**src/rtl/fpcvt_pkg.sv**
```systemverilog
// Shared FPCVT constants: default code/linear widths, expander state encoding, largest decodable magnitude.
package fpcvt_pkg;

  localparam int unsigned EXP_W = 3;
  localparam int unsigned SIG_W = 4;
  localparam int unsigned OUT_W = 12;

  localparam int unsigned MAX_LINEAR = ((1 << SIG_W) - 1) << ((1 << EXP_W) - 1);

  localparam logic [1:0] ST_IDLE  = 2'd0;
  localparam logic [1:0] ST_SHIFT = 2'd1;
  localparam logic [1:0] ST_DONE  = 2'd2;

endpackage

```
**src/rtl/fp_linear_expander_if.sv**
```systemverilog
// Code-in / linear-out handshake bundle for fp_linear_expander.
interface fp_linear_expander_if #(
  parameter int unsigned EXP_W = fpcvt_pkg::EXP_W,
  parameter int unsigned SIG_W = fpcvt_pkg::SIG_W,
  parameter int unsigned OUT_W = fpcvt_pkg::OUT_W
);

  logic             in_valid;
  logic             in_ready;
  logic [EXP_W-1:0] exponent;
  logic [SIG_W-1:0] significand;
  logic             fifth_bit;
  logic             out_valid;
  logic             out_ready;
  logic [OUT_W-1:0] linear;
  logic             busy;

  modport master (
    output in_valid, exponent, significand, fifth_bit, out_ready,
    input  in_ready, out_valid, linear, busy
  );

  modport slave (
    input  in_valid, exponent, significand, fifth_bit, out_ready,
    output in_ready, out_valid, linear, busy
  );

endinterface

```
**src/rtl/fp_linear_expander.sv**
```systemverilog
// Float code (E,S[,F]) to linear magnitude via one-bit-per-cycle shifter.
// Optional FPCVT_MIDPOINT_EN keeps F as a guard bit to reconstruct the interval midpoint.
module fp_linear_expander #(
  parameter int unsigned EXP_W = fpcvt_pkg::EXP_W,
  parameter int unsigned SIG_W = fpcvt_pkg::SIG_W,
  parameter int unsigned OUT_W = fpcvt_pkg::OUT_W
) (
  input logic clk,
  input logic rst,
  fp_linear_expander_if.slave bus
);
  import fpcvt_pkg::*;

  localparam int unsigned ACC_W = OUT_W + 1;

  logic [1:0]       state;
  logic [ACC_W-1:0] acc;
  logic [EXP_W-1:0] cnt;
  logic [OUT_W-1:0] linear_q;
  logic             out_valid_q;
  logic             guard;
  logic             unused_fifth;

  // Guard bit sits below the significand so the final [OUT_W:1] slice yields F<<(E-1).
`ifdef FPCVT_MIDPOINT_EN
  assign guard        = bus.fifth_bit;
  assign unused_fifth = 1'b0;
`else
  assign guard        = 1'b0;
  assign unused_fifth = bus.fifth_bit;
`endif

  assign bus.in_ready  = (state == ST_IDLE) && !rst;
  assign bus.out_valid = out_valid_q;
  assign bus.linear    = linear_q;
  assign bus.busy      = (state == ST_SHIFT) || (state == ST_DONE);

  always_ff @(posedge clk) begin
    if (rst) begin
      state       <= ST_IDLE;
      out_valid_q <= 1'b0;
      linear_q    <= '0;
      acc         <= '0;
      cnt         <= '0;
    end else begin
      case (state)
        ST_IDLE: begin
          if (bus.in_valid) begin
            acc   <= ACC_W'({bus.significand, guard});
            cnt   <= bus.exponent;
            state <= ST_SHIFT;
          end
        end
        ST_SHIFT: begin
          if (cnt != '0) begin
            acc <= acc << 1;
            cnt <= cnt - EXP_W'(1);
          end else begin
            linear_q    <= acc[OUT_W:1];
            out_valid_q <= 1'b1;
            state       <= ST_DONE;
          end
        end
        ST_DONE: begin
          if (bus.out_ready) begin
            out_valid_q <= 1'b0;
            state       <= ST_IDLE;
          end
        end
        default: state <= ST_IDLE;
      endcase
    end
  end

endmodule

```
**src/flat_wrapper.sv**
```systemverilog
// flat-port wrapper written by rule: the top's interface ports become plain ports
module fp_linear_expander_flat import fpcvt_pkg::*;
#(
  parameter int unsigned EXP_W = fpcvt_pkg::EXP_W,
  parameter int unsigned SIG_W = fpcvt_pkg::SIG_W,
  parameter int unsigned OUT_W = fpcvt_pkg::OUT_W
)
  (clk, rst, bus_in_valid, bus_exponent, bus_significand, bus_fifth_bit, bus_out_ready, bus_in_ready, bus_out_valid, bus_linear, bus_busy);
  fp_linear_expander_if #(.EXP_W(EXP_W), .SIG_W(SIG_W), .OUT_W(OUT_W)) bus_i ();
  input logic clk;
  input logic rst;
  input wire logic [$bits(bus_i.in_valid)-1:0] bus_in_valid;
  input wire logic [$bits(bus_i.exponent)-1:0] bus_exponent;
  input wire logic [$bits(bus_i.significand)-1:0] bus_significand;
  input wire logic [$bits(bus_i.fifth_bit)-1:0] bus_fifth_bit;
  input wire logic [$bits(bus_i.out_ready)-1:0] bus_out_ready;
  output wire logic [$bits(bus_i.in_ready)-1:0] bus_in_ready;
  output wire logic [$bits(bus_i.out_valid)-1:0] bus_out_valid;
  output wire logic [$bits(bus_i.linear)-1:0] bus_linear;
  output wire logic [$bits(bus_i.busy)-1:0] bus_busy;
  assign bus_i.in_valid = bus_in_valid;
  assign bus_i.exponent = bus_exponent;
  assign bus_i.significand = bus_significand;
  assign bus_i.fifth_bit = bus_fifth_bit;
  assign bus_i.out_ready = bus_out_ready;
  assign bus_in_ready = bus_i.in_ready;
  assign bus_out_valid = bus_i.out_valid;
  assign bus_linear = bus_i.linear;
  assign bus_busy = bus_i.busy;
  fp_linear_expander #(.EXP_W(EXP_W), .SIG_W(SIG_W), .OUT_W(OUT_W)) u_core (.clk(clk), .rst(rst), .bus(bus_i));
endmodule
```
**config.mk**
```make
export PLATFORM = sky130hd
export DESIGN_NAME = fp_linear_expander_flat
export DESIGN_NICKNAME = d
export VERILOG_FILES = /design/src/rtl/fpcvt_pkg.sv /design/src/rtl/fp_linear_expander_if.sv /design/src/rtl/fp_linear_expander.sv /design/src/flat_wrapper.sv
export SDC_FILE = /design/constraint.sdc
export NUM_CORES = 1
export LEC_CHECK = 0
export CORE_UTILIZATION = 60
export CTS_CLUSTER_DIAMETER = 100
export DETAILED_ROUTE_END_ITERATION = 12
export DONT_BUFFER_PORTS = 1
export GPL_TIMING_DRIVEN = 0
export HOLD_SLACK_MARGIN = 0.06
export PLACE_DENSITY = 0.79
export REMOVE_ABC_BUFFERS = 1
export SYNTH_ARGS = -nofsm -noshare
export SYNTH_HDL_FRONTEND = slang
export SYNTH_SLANG_ARGS = --single-unit
export TNS_END_PERCENT = 20
```
**constraint.sdc**
```tcl
create_clock -name clk -period 1.6 [get_ports clk]
set_clock_uncertainty 0.1 [all_clocks]
set_input_delay 0.24 -clock clk [delete_from_list [all_inputs] [get_ports clk]]
set_output_delay 0.24 -clock clk [all_outputs]
set_load 0.01 [all_outputs]
```
# ---- After elaboration in Yosys (flattened, before gate mapping)
# Cells that the tools add are included.
dict set report totals {
  reg_bits 31
}
dict set report classes {
  addsub 1
  bitwise_logic 1
  n_reduce_logical 11
  eq_ne 6
  n_mux 13
}
# op count
set op_table {}
lappend op_table {{two-way mux 13 bit} 2}
lappend op_table {{case mux 13 bit (2 select lines)} 1}
lappend op_table {{AND reduction 3 bit} 3}
lappend op_table {{inequality test 2 bit (second input constant)} 4}
lappend op_table {{two-way mux 2 bit} 3}
lappend op_table {{two-way mux 3 bit} 2}
lappend op_table {{case mux 2 bit (3 select lines)} 1}
lappend op_table {{case mux 3 bit (2 select lines)} 1}
lappend op_table {{nonzero test 2 bit} 2}
lappend op_table {{nonzero test 3 bit} 1}
lappend op_table {{subtractor 3 x 1 -> 3 bit (second input constant)} 1}
lappend op_table {{equality test 2 x 1 -> 1 bit (second input constant)} 1}
lappend op_table {{equality test 2 bit (second input constant)} 1}
lappend op_table {{logical NOT 2 bit} 1}
lappend op_table {{two-way mux 1 bit} 2}
lappend op_table {{case mux 1 bit (2 select lines)} 1}
lappend op_table {{AND reduction 2 bit} 1}
lappend op_table {{logical AND 1 bit} 1}
lappend op_table {{logical NOT 1 bit} 1}
lappend op_table {{logical OR 1 bit} 1}
lappend op_table {{inverter 1 bit} 1}

# ---- Depth between registers and ports, before layout
dict set report depth {
  word_depth 3
  depth_mapped 7
  mapped_depth_nobuf 5
}

# ---- Worst setup path after synthesis
# No wires, ideal clock.
dict set report synth_timing {
  path_type {register to register}
  from {reg u_core.state[1]}
  to {reg u_core.acc[2]}
  arrival_time_ps 1243
  path_stages_with_launch 7
  setup_slack_ps 123
  path_buffers 1
  cell_sequence {dfxtp_1 inv_1 ha_1 buf_6 mux2_4 a21oi_1 a311oi_1}
}
dict set report synth_via {
  elab_chain_len 3
  elab_cells_between_ends 7
}
# element line_no
set synth_lines {}
lappend synth_lines {{start, declared} fp_linear_expander.sv:16} ;# logic [1:0] state;
lappend synth_lines {{start signal, assigned} fp_linear_expander.sv:40} ;# state <= ST_IDLE;
lappend synth_lines {{start signal, assigned} fp_linear_expander.sv:51} ;# state <= ST_SHIFT;
lappend synth_lines {{start signal, assigned} fp_linear_expander.sv:61} ;# state <= ST_DONE;
lappend synth_lines {{equality test 2 x 1 -> 1 bit or logical NOT 2 bit (tied branches)} fp_linear_expander.sv:46} ;# case (state)
lappend synth_lines {{inequality test 2 bit (no source line) or nonzero test 2 bit (tied branches)} n/a}
lappend synth_lines {{AND reduction 3 bit (no source line)} n/a}
lappend synth_lines {{end signal, assigned} fp_linear_expander.sv:49} ;# acc <= ACC_W'({bus.significand, guard});
lappend synth_lines {{end signal, assigned} fp_linear_expander.sv:56} ;# acc <= acc << 1;
lappend synth_lines {{end, declared} fp_linear_expander.sv:17} ;# logic [ACC_W-1:0] acc;
# Parallel ways exist; a longest one is shown, timed or not.
# A chain may end at the register's enable or synchronous reset.

# ---- Worst setup path in the final report
dict set report layout_timing {
  from {reg u_core.state[0]}
  to {reg u_core.cnt[0]}
}
dict set report layout_via {
  elab_chain_len 3
  elab_cells_between_ends 7
}
# element line_no
set layout_lines {}
lappend layout_lines {{equality test 2 x 1 -> 1 bit or logical NOT 2 bit (tied branches)} fp_linear_expander.sv:46}
lappend layout_lines {{inequality test 2 bit (no source line) or nonzero test 2 bit (tied branches)} n/a}
lappend layout_lines {{AND reduction 3 bit (no source line)} n/a}
lappend layout_lines {{end signal, assigned} fp_linear_expander.sv:50} ;# cnt <= bus.exponent;
lappend layout_lines {{end signal, assigned} fp_linear_expander.sv:57} ;# cnt <= cnt - EXP_W'(1);
lappend layout_lines {{end, declared} fp_linear_expander.sv:18} ;# logic [EXP_W-1:0] cnt;
# Parallel ways exist; a longest one is shown, timed or not.

==> results.ini <==
[global_routing]
grt-ovfl-total=0
grt_usage=0.274
grt_pass1_wl_mm=5.01
grt_max_degree=33
grt_antenna_before_repair=0
grt_pass1_vias=1072

[pwr]
p_switching_mw=1.08
peakVddDrop_mv=1.33
power.internal_mw=1.61
powerDensity_nw_per_um2=1680
pwr-share-seq=0.358
clkPwrFrac=0.176
power.total_mw=2.69
power_frac_comb=0.466
p_leak_nw=0.563
power.switching_fraction=0.400

[setup_path]
worstSetupEndpoint=u_core.cnt[0]
crit_path_start=u_core.state[0]
path_cells=inv_2 > ha_4 > mux2_4 > nand2_2 > a211oi_1
reg2regPathDepth=5
timing.rr.start=u_core.state[0]
cp_top_family=flip-flops
crit_required_ns=1.72
path_class=reg -> reg
cp.arrival_ns=1.74
critical_path_buf_inv_count=1
crit_path_end_kind=flip-flop
start_kind=flip-flop
slowest_stage=dfxtp_1
cp.depth=5
regToRegEndpoint=u_core.cnt[0]
r2r_slack_ns=-0.02
crit_fanout=8
cpPeakStageDelay_ns=0.40

[logic_synthesis]
synth_top_area_frac=0.435
synth_top_cell_by_area=dfxtp_1
synth_edf_count=0
yosysWarnings=0
async_reset_ff_frac=0
ys.flop_type=dfxtp_1
synth_seq_area_share=0.435
ys_ff_latch=30
ys_top_cells_by_area=dfxtp_1 (44%), a21oi_1 (9.1%), nand2_1 (7.1%), ha_1 (4.5%), nand4_1 (3.6%)
synthDistinctLibCells=31
syn_inst=153
synth_area_um2=1380
avgSynthCellArea_um2=9.02

[clock_network]
ctsLongestPathBuffers=2
cts_root_buf=clkbuf_4
cts_made_buffers=5
clock-sinks=30
cts_max_level=2
cts_tree=yes
insertion_delay_ns=0.33
clk_pin_slew_ns=0.09

[place]
hpwl_mm=1.71
port_buffers=0
gp_congestion=0.732

[detailed_routing]
dr.pass1.iters=4
drc=0
vias_per_cell=6.02
routed_wl_mm=3.30
drtIter0Drc=20
num_vias=1162
drtAntennaViolNets=0
wl_per_cell_um=17.1

[die]
die_y_um=50.0
design.die.area_um2=2500
core_area_um2=2190
dieWidth_um=50.0
pin_count=27
num_rows=17
initial_utilization=0.630

[finish]
utilization=0.733
drive_gt1_frac=0.230
num-fill-cells=175
antenna-diode-count=0
fin_nets=181
syn2layout_area_growth_pct=16.3

[status]
violations=negative setup slack
status=complete, but fails checks

[run]
drv_cap=0

[sta]
setup_violations=1
finalSetupTns_ns=-0.0178
clock.fmax_mhz=618
hold_viol=0
finalCriticalPeriod_ns=1.62
slew_headroom=0.778
rsz0062_at_grt=yes
fin_ws_ns=-0.0178
period_share=1.01
tightest_slew_ns=0.333
drv_slew=0

[min_path]
min_from=bus_significand[2]
hold_path.class=in -> reg

## area by class of cell
class / instances / area [um2] / area share
flip-flops and latches: 30 / 604 / 0.376
inverters: 6 / 25.0 / 0.0156
well taps: 28 / 35.0 / 0.0218
clock buffers: 7 / 55.1 / 0.0343
multi-input cells: 107 / 741 / 0.461
clock inverters: 1 / 5.00 / 0.00312
repair buffers: 14 / 140 / 0.0873
## power by group through the flow
| stage | clock, mW | sequential [mW] | combinational (mW) |
|---|---|---|---|
| after floorplan | 0 | 0.932 | 0.728 |
| after global placement | 0 | 0.944 | 0.847 |
| after detailed placement | 0 | 0.948 | 0.892 |
| after CTS | 0.475 | 0.942 | 1.14 |
| after global routing | 0.510 | 0.979 | 1.33 |
| final | 0.473 | 0.964 | 1.25 |
## sequential cells by signal (all words and copies together) (netlist names)
register and count:
u_core.cnt 3, u_core.bus.out_valid 1, u_core.bus.linear 12, u_core.state 2
u_core.acc 12
## cell families after synthesis
family	Yosys count	share of synthesized area
XOR/XNOR	1	0.00635
buffers and inverters	17	0.0698
flip-flops	30	0.435
AND/OR/NAND/NOR	46	0.175
AO/OA/AOI/OAI	48	0.218
adder cells (fa/ha/maj)	5	0.0453
multiplexers	6	0.0499
## worst min-delay path by stage
stage	to	slack [ns]	cells past startpoint
after floorplan	u_core.acc[10]	0.21	1
after global placement	u_core.bus.linear[3]	0.21	1
after detailed placement	u_core.bus.linear[3]	0.21	1
after CTS	u_core.bus.linear[3]	-0.14	1
after global routing	u_core.acc[3]	0.06	2
final	u_core.acc[3]	0.05	2
## cells in the mapped netlist (all sizes together), types with 3 or more instances
library cell and count:
a211oi 3, a21oi 25, a311oi 4, buf 8
clkbuf 3, dfxtp 30, ha 5, inv 6
mux2i 5, nand2 27, nand3b 3, nand4 8
nor2b 3, o21ai 9
## worst reg2reg max path: stages, from the launching register on
cell and delay [ns]:
dfxtp_1 0.40, inv_2 0.09, ha_4 0.20, mux2_4 0.27, nand2_2 0.09, a211oi_1 0.36
## metal layers
layer  track usage  up-vias  share of wire
li1              -      572              -
met1         0.299      534           0.41
met2         0.448       43           0.49
met3        0.0895       13          0.058
met4         0.186        0          0.037
met5             0        -              0
## per-stage QoR
step / hold WS, ns / std cells / area, um2 / setup slack (ns)
after floorplan: 0.209 / 142 / 1310 / -0.328
after global placement: 0.212 / 170 / 1340 / -0.615
after detailed placement: 0.213 / 170 / 1340 / -0.734
after CTS: -0.140 / 187 / 1520 / 0.00517
after global routing: 0.0568 / 193 / 1610 / -0.0882
final: 0.0541 / 193 / 1610 / -0.0178
## what timing repair did
| action | in CTS | in global routing |
|---|---|---|
| gates resized for setup | 7 | 9 |
| endpoints found under the hold margin | 30 | 30 |
| setup endpoints to repair | 31 | 29 |
| setup buffers | 8 | 1 |
| pin swaps | 3 | 1 |
| cloned | 1 | 0 |
## layout by cell type (no fill, tap or decap), types with 4 or more instances in the layout
cell	count
dlygate4sd3_1	4
buf_4	8
o21ai_1	9
mux2i_1	4
nand4_1	8
a311oi_1	4
clkbuf_4	5
a21oi_1	24
dfxtp_1	29
nand2_1	26
Note: power is estimated with default switching activity, not from simulation.
